--- config.mk ---
export PLATFORM = sky130hd
export DESIGN_NAME = count_updn_mod
export DESIGN_NICKNAME = d
export VERILOG_FILES = /design/src/rtl/count_updn_mod.sv
export SDC_FILE = /design/constraint.sdc
export NUM_CORES = 1
export LEC_CHECK = 0
export CAP_MARGIN = 0
export CELL_PAD_IN_SITES_DETAIL_PLACEMENT = 0
export CELL_PAD_IN_SITES_GLOBAL_PLACEMENT = 1
export CORE_UTILIZATION = 30
export DETAILED_ROUTE_END_ITERATION = 16
export PLACE_DENSITY_LB_ADDON = 0.1
export SETUP_SLACK_MARGIN = 0.2
export SLEW_MARGIN = 40
export SYNTH_ARGS = -nofsm -noshare
export SYNTH_HDL_FRONTEND = slang
export SYNTH_SLANG_ARGS = --single-unit
--- constraint.sdc ---
create_clock -name Clk -period 1.8 [get_ports Clk]
set_clock_uncertainty 0.1 [all_clocks]
set_input_delay 0.36 -clock Clk [delete_from_list [all_inputs] [get_ports Clk]]
set_output_delay 0.36 -clock Clk [all_outputs]
set_load 0.03 [all_outputs]
--- src/rtl/count_updn_mod.sv ---
// count_updn_mod: parametrised up/down counter with modulo terminal value,
// wrap or saturate mode, terminal-count flag and registered wrap pulse.
module count_updn_mod #(
    parameter int WIDTH    = 8,
    parameter int MAX_VAL  = (1 << WIDTH) - 1,
    parameter bit SATURATE = 1'b0
) (
    input  logic             Clk,
    input  logic             Res,
    input  logic             En,
    input  logic             Up,
    input  logic             Load,
    input  logic [WIDTH-1:0] cnt_in,
    output logic [WIDTH-1:0] cnt,
    output logic             tc,
    output logic             wrap
);

    localparam logic [WIDTH-1:0] MAX_W = MAX_VAL[WIDTH-1:0];

    logic [WIDTH-1:0] tgl;
    logic [WIDTH-1:0] step_val;
    logic [WIDTH-1:0] load_val;
    logic             at_end;
    logic             carry;

    // Toggle chain: bit i flips when every lower bit is 1 (up) or 0 (down).
    always_comb begin
        tgl   = '0;
        carry = 1'b1;
        for (int i = 0; i < WIDTH; i++) begin
            tgl[i] = carry;
            carry  = carry & (Up ? cnt[i] : ~cnt[i]);
        end
    end

    assign at_end = Up ? (cnt == MAX_W) : (cnt == '0);
    assign tc     = En & at_end;

    always_comb begin
        step_val = cnt ^ tgl;
        if (at_end) begin
            if (SATURATE)
                step_val = cnt;
            else
                step_val = Up ? '0 : MAX_W;
        end
    end

    // A full-range terminal value cannot be exceeded, so no clamp is built.
    if (MAX_VAL == (1 << WIDTH) - 1) begin : g_full
        assign load_val = cnt_in;
    end else begin : g_clamp
        assign load_val = (cnt_in > MAX_W) ? MAX_W : cnt_in;
    end

    always_ff @(posedge Clk) begin
        if (Res) begin
            cnt  <= '0;
            wrap <= 1'b0;
        end else if (Load) begin
            cnt  <= load_val;
            wrap <= 1'b0;
        end else begin
            wrap <= tc;
            if (En)
                cnt <= step_val;
        end
    end

endmodule
==> results_dict.tcl, run 1 <==
set metrics [dict create \
    route.met3.wl_um 68 \
    vias_per_cell 4.707 \
    clk_pin_slew_ns 0.07 \
    grt_max_degree 14 \
    slew_viol_final 0 \
    ys_seq_area_share_pct 28.57 \
    post-route-min-period_ns 1.931 \
    setup_violations 1 \
    antenna_found_initial 0 \
    synth_area_leaders "dfxtp_1 (29%), xnor2_1 (11%), nor2_1 (6.5%)" \
    grt_overflow 0 \
    worst_skew_pair.late_latency_ns 0.27 \
    maxCapViolations 0 \
    vias 659 \
    synth-edff-count 0 \
    regArea_um2 188.9 \
    path_delay_family "simple AND/OR/NAND/NOR gates" \
    cts_sinks 9 \
    crit_slowest_cell "dfxtp_4" \
    outcome "finished with violations" \
    syn-num-nets 90 \
    nets 127 \
    core_area_um2 1962 \
    fin_ws_ns -0.1315 \
    initial_core_util_pct 32.14 \
    path_class "flop to output port" \
    root_buffer "clkbuf_4" \
    hp-start "cnt[7]$_SDFFE_PP0P_" \
    cts_max_level 1 \
    ir_drop_mv 0.3533 \
    max_freq_ghz 0.5177 \
    place_hpwl_um 1236 \
    r2r-start "cnt[0]$_SDFFE_PP0P_" \
    nFillCells 210 \
    rsz0062_at_grt "true" \
    r2r_cells 7 \
    synth.most_common_cell "nor2_1" \
    wl_met2_um 761 \
    ant_nets 0 \
    syn_area_um2 630.6 \
    path_buf_inv 1 \
    hold_viol 0 \
    cp_max_fo 4 \
    syn_to_final_growth_pct 62.50 \
    drive_above_1_share_pct 29.20 \
    wl_um 1627 \
    n_antenna_cell 0 \
    drcViolationCount 0 \
    powerDensity_nw_per_um2 625.5 \
    worstHoldPathType "flop to flop" \
    drt_iter0_markers 2 \
    worst_ep_arrival_time_ns 1.47 \
    routabilityCongestion 0.7709 \
    top_layer_used "met4" \
    crit_chain "nor4_4 -> and3_4 -> a41oi_4 -> nor2b_4 -> buf_6" \
    cts.path.max_buffers 2 \
    yosys_register_bits 9 \
    first_pass_iters 3 \
    yosysWarnings 0 \
    cts_buffers 3 \
    period_share_pct 107.3 \
    place_ws_ns -0.4122 \
    cts_tree "done" \
    die_h_um 47.85 \
    crit_required_ns 1.34 \
    yosys-top-cells-count "nor2_1 (11), dfxtp_1 (9), xnor2_1 (8)" \
    synthDominantCellAreaShare_pct 28.57 \
    crit_cells 5 \
    rows 16 \
    ff2ff_setup_slack_ns 0.15 \
    whs_endpoint "cnt[7]$_SDFFE_PP0P_" \
    max_stage_delay_ns 0.36 \
    multi_input_area_um2 446.7 \
    r2r_end "cnt[5]$_SDFFE_PP0P_" \
    port_buffers 22 \
    synth.avg_cell_area_um2 8.190 \
    end_kind "output port" \
    worst_slew_pin_slew_ns 0.2847 \
    dieArea_um2 2289 \
    synthCells 77 \
    track_usage_pct 16.37 \
    grt_pass1_wl_um 2532 \
    setup_tns_ns -0.1315 \
    grt_pass1_vias 586 \
    final_core_util_pct 52.23 \
    pin_count 23 \
    ys_types 31 \
    startpoint_type "flop" \
    wl_met1_um 786 \
    postCtsHoldBufs 0 \
    whs_path_depth 3 \
    p_leak_nw 0.4260 \
    die_x_um 47.85 \
    violations "negative setup slack" \
    relSlewSlack_pct 80.88 \
    synthFlopType "dfxtp_1" \
    yosys.area.top_type "dfxtp_1" \
    postSynth.asyncResetShare_pct 0 \
    routedWlPerCell_um 11.62 \
]
power by group:
| group | switching, mW | total, mW | leakage (nW) | internal [mW] |
|---|---|---|---|---|
| combinational | 0.118 | 0.241 | 0.335 | 0.123 |
| sequential | 0.0204 | 0.236 | 0.0760 | 0.215 |
| clock | 0.0785 | 0.164 | 0.0150 | 0.0857 |
| total | 0.217 | 0.641 | 0.426 | 0.424 |
worst register-to-register path: stages, from the launching register on:
cell	delay [ns]
dfxtp_4	0.36
nor4_4	0.28
buf_4	0.15
buf_4	0.11
o2bb2ai_2	0.16
nand2_1	0.10
xnor2_1	0.13
o21a_1	0.16
metal layers:
metal,vias to the layer above,GRT usage (%)
met5,-,0
met4,0,6.667
met3,2,4.528
met2,15,26.22
met1,296,20.58
li1,346,-
stage by stage:
stage / cell area [um^2] / hold slack [ns] / power (mW) / cells
final: 1025 / 0.5329 / 0.6409 / 140
after global routing: 1025 / 0.5744 / 0.6880 / 140
after CTS: 1026 / 0.5377 / 0.6558 / 140
after detailed placement: 972.2 / 0.5221 / 0.4831 / 134
after global placement: 972.2 / 0.5264 / 0.4818 / 134
after floorplan: 663.1 / 0.4026 / 0.3850 / 77
area by class of cell:
cell class / instances / share of cell area (%)
timing repair buffer: 38 / 31.75
tap: 27 / 3.297
inverter: 1 / 0.3663
clock buffer: 4 / 2.564
sequential: 9 / 18.44
multi-input combinational: 61 / 43.59
cells by family after synthesis:
family,share of synthesized area (%)
and+or+nand+nor,29.37
AOI/OAI and AO/OA,19.05
DFF,28.57
xor gates and xnor gates,11.11
buffers and inverters,5.555
muxes,6.349
worst max path at each step:
stage	slack, ns	end	from
global route	-0.19	tc	cnt[0]$_SDFFE_PP0P_
finish	-0.13	tc	cnt[0]$_SDFFE_PP0P_
detailed placement	-0.41	tc	Up
floorplan	-0.002	tc	Up
global placement	-0.39	tc	Up
CTS	-0.13	tc	cnt[0]$_SDFFE_PP0P_
placed cells by master, fill, tap and decap left out, drive strengths merged, types with 2 or more instances in the layout:
cell type / synthesis / final
dlygate4sd2: 0 / 9
a21oi: 4 / 4
a31o: 2 / 2
nand4: 3 / 3
nor3: 4 / 4
nand2: 6 / 6
and3: 2 / 2
buf: 4 / 17
clkbuf: 2 / 5
o21ai: 2 / 2
xnor2: 8 / 8
nor2: 11 / 11
nor2b: 4 / 4
clkdlybuf4s50: 0 / 11
mux2i: 4 / 4
dfxtp: 9 / 9
timing repair:
| action | CTS | global route |
|---|---|---|
| buffers inserted | 2 | 0 |
| endpoints found under the setup margin | 17 | 9 |
| pin swaps | 2 | 1 |
| endpoints found under the hold margin | 0 | 0 |
| resized for setup | 15 | 3 |
flip-flops by register name, summed over array words and instances, names as in the netlist:
name and count:
cnt 8, wrap 1
Note: power is estimated with default switching activity, not from simulation.
==> run 2, diff against run 1 <==
Settings changed: CORE_UTILIZATION 30 to 32, CTS_BUF_LIST set to sky130_fd_sc_hd__clkbuf_4.
==> run 2 against run 1 <==
The flow still finishes with violations (negative setup slack). Global-route usage is 2.8 points higher. Clock power is 9.8% higher. First-iteration DRC count grew to 4.5 times the previous value. Die area is 6.0% lower.
==> results_dict.tcl, run 2 (synthesized netlist as in run 1, its figures left out) <==
set metrics [dict create \
    drcViolationCount 0 \
    routabilityCongestion 0.8253 \
    grt_overflow 0 \
    holdWs_ns 0.5356 \
    clk_pin_slew_ns 0.07 \
    largest_reg_flops 8 \
    routedWlPerCell_um 11.80 \
    initial_core_util_pct 35.37 \
    pin_count 23 \
    period_share_pct 105.7 \
    maxCapViolations 0 \
    whs_path_depth 3 \
    grt_pass1_wl_um 2849 \
    vias 673 \
    vias_per_cell 4.674 \
    final_core_util_pct 60.07 \
    ant_nets 0 \
    grt_pass1_vias 677 \
    crit_chain "nor4_4 -> and3_4 -> a41oi_4 -> nor2b_4 -> buf_6" \
    crit_required_ns 1.34 \
    slew_viol_final 0 \
    place_hpwl_um 1255 \
    die_h_um 46.39 \
    first_pass_iters 4 \
    setup_violations 1 \
    r2r_end "cnt[5]$_SDFFE_PP0P_" \
    rows 15 \
    port_buffers 22 \
    cts_buffers 3 \
    drt_iter0_markers 9 \
    relSlewSlack_pct 76.02 \
    postCtsHoldBufs 0 \
    wl_um 1699 \
    nets 133 \
    finish.instance_area_um2 1071 \
    postPlaceCellArea_um2 984.7 \
    die_x_um 46.39 \
    setup_tns_ns -0.1028 \
    crit_slowest_cell "dfxtp_4" \
    r2r_cells 6 \
    max_freq_ghz 0.5255 \
    r2r-start "cnt[2]$_SDFFE_PP0P_" \
    dieArea_um2 2152 \
    cts_tree "done" \
    max_stage_delay_ns 0.37 \
    cts.path.max_buffers 2 \
    syn_to_final_growth_pct 69.84 \
    track_usage_pct 19.22 \
    path_class "flop to output port" \
    endpoint "tc" \
    top_regs "cnt (8), wrap (1)" \
    startpoint_type "flop" \
    violations "negative setup slack" \
    worst_ep_arrival_time_ns 1.44 \
    drive_above_1_share_pct 36.13 \
    cts_max_level 1 \
    grt_max_degree 10 \
    rsz0062_at_grt "true" \
    hold_viol 0 \
    powerDensity_nw_per_um2 626.9 \
    final_common_cell "buf_4" \
    worstHoldPathType "flop to flop" \
    outcome "finished with violations" \
    cp_max_fo 6 \
    total_power_mw 0.6714 \
    post-route-min-period_ns 1.903 \
    cts_sinks 9 \
    antenna_found_initial 0 \
    worst_slew_pin_slew_ns 0.3597 \
    ir_drop_mv 0.3979 \
    end_kind "output port" \
    worst_skew_pair.late_latency_ns 0.27 \
    ff2ff_setup_slack_ns 0.25 \
    p_leak_nw 0.4587 \
    worstSetupStartpoint "cnt[1]$_SDFFE_PP0P_" \
    core_area_um2 1783 \
    fin_ws_ns -0.1028 \
    mostFrequentLayoutCells "buf_4 (22), clkdlybuf4s50_1 (10), nor2_1 (9), xnor2_1 (8), dlygate4sd2_1 (8)" \
    top_register "cnt" \
    root_buffer "clkbuf_4" \
    n_antenna_cell 0 \
]
==> run 2: changes by cell type in the layout (fill, tap and decap cells not counted) <==
cell	previous run	this run
dfxtp_1	6	5
nor2_2	1	2
nor2_1	10	9
clkbuf_2	1	2
clkbuf_1	1	0
dlygate4sd2_1	9	8
clkbuf_4	3	4
buf_4	16	22
dfxtp_2	1	2
o21ai_1	0	1
clkdlybuf4s50_1	11	10
o21ai_0	2	1
clkdlybuf4s15_1	0	1
==> run 2: power breakdown <==
group	switching, mW	total (mW)	internal (mW)	leakage [nW]
Clock	0.0796	0.180	0.101	0.0184
Combinational	0.122	0.256	0.134	0.364
Sequential	0.0198	0.235	0.216	0.0763
==> run 2: per-layer routing <==
metal  vias up  share of wire [%]  wire, um  global-route usage (%)
li1        356                  -         -                       -
met1       298                 43       729                   20.75
met2        19                 51       871                   35.28
met3         0                5.7        97                   7.059
met4         0                  0         0                   3.529
met5         -                  0         0                       0
==> run 2: final cells by class <==
type	instances	area, um^2
fill	170	711.9
multi-input combinational	61	449.2
timing repair buffer	44	366.6
sequential	9	190.2
tap	25	31.28
clock buffer	4	30.03
inverter	1	3.754
==> run 2: worst min path at each step <==
| stage | startpoint | to | slack (ns) |
|---|---|---|---|
| after global placement | cnt[7]$_SDFFE_PP0P_ | cnt[7]$_SDFFE_PP0P_ | 0.52 |
| after floorplan | cnt_in[0] | cnt[0]$_SDFFE_PP0P_ | 0.40 |
| after CTS | cnt[7]$_SDFFE_PP0P_ | cnt[7]$_SDFFE_PP0P_ | 0.54 |
| final | cnt[7]$_SDFFE_PP0P_ | cnt[7]$_SDFFE_PP0P_ | 0.54 |
| after detailed placement | cnt[7]$_SDFFE_PP0P_ | cnt[7]$_SDFFE_PP0P_ | 0.53 |
| after global routing | cnt[7]$_SDFFE_PP0P_ | cnt[7]$_SDFFE_PP0P_ | 0.57 |
==> run 2: metrics by stage <==
stage	cells	worst slack, ns
after detailed placement	134	-0.4583
after global placement	134	-0.4144
after global routing	144	-0.1739
after floorplan	77	-0.001746
after CTS	142	-0.1354
final	144	-0.1028
==> run 2: critical path: cells and delay by family (launching register included) <==
kind                   cells  cell delay, ns
AND/OR/NAND/NOR            3            0.64
flip-flops                 1            0.37
buffers and inverters      1            0.13
AO/OA/AOI/OAI              1            0.04
==> run 2: repair_timing <==
action / 4_1_cts / 5_1_grt
cloned: 0 / 0
endpoints found under the setup margin: 17 / 9
pin swaps: 2 / 3
setup buffers: 4 / 2
gates resized for setup: 17 / 8
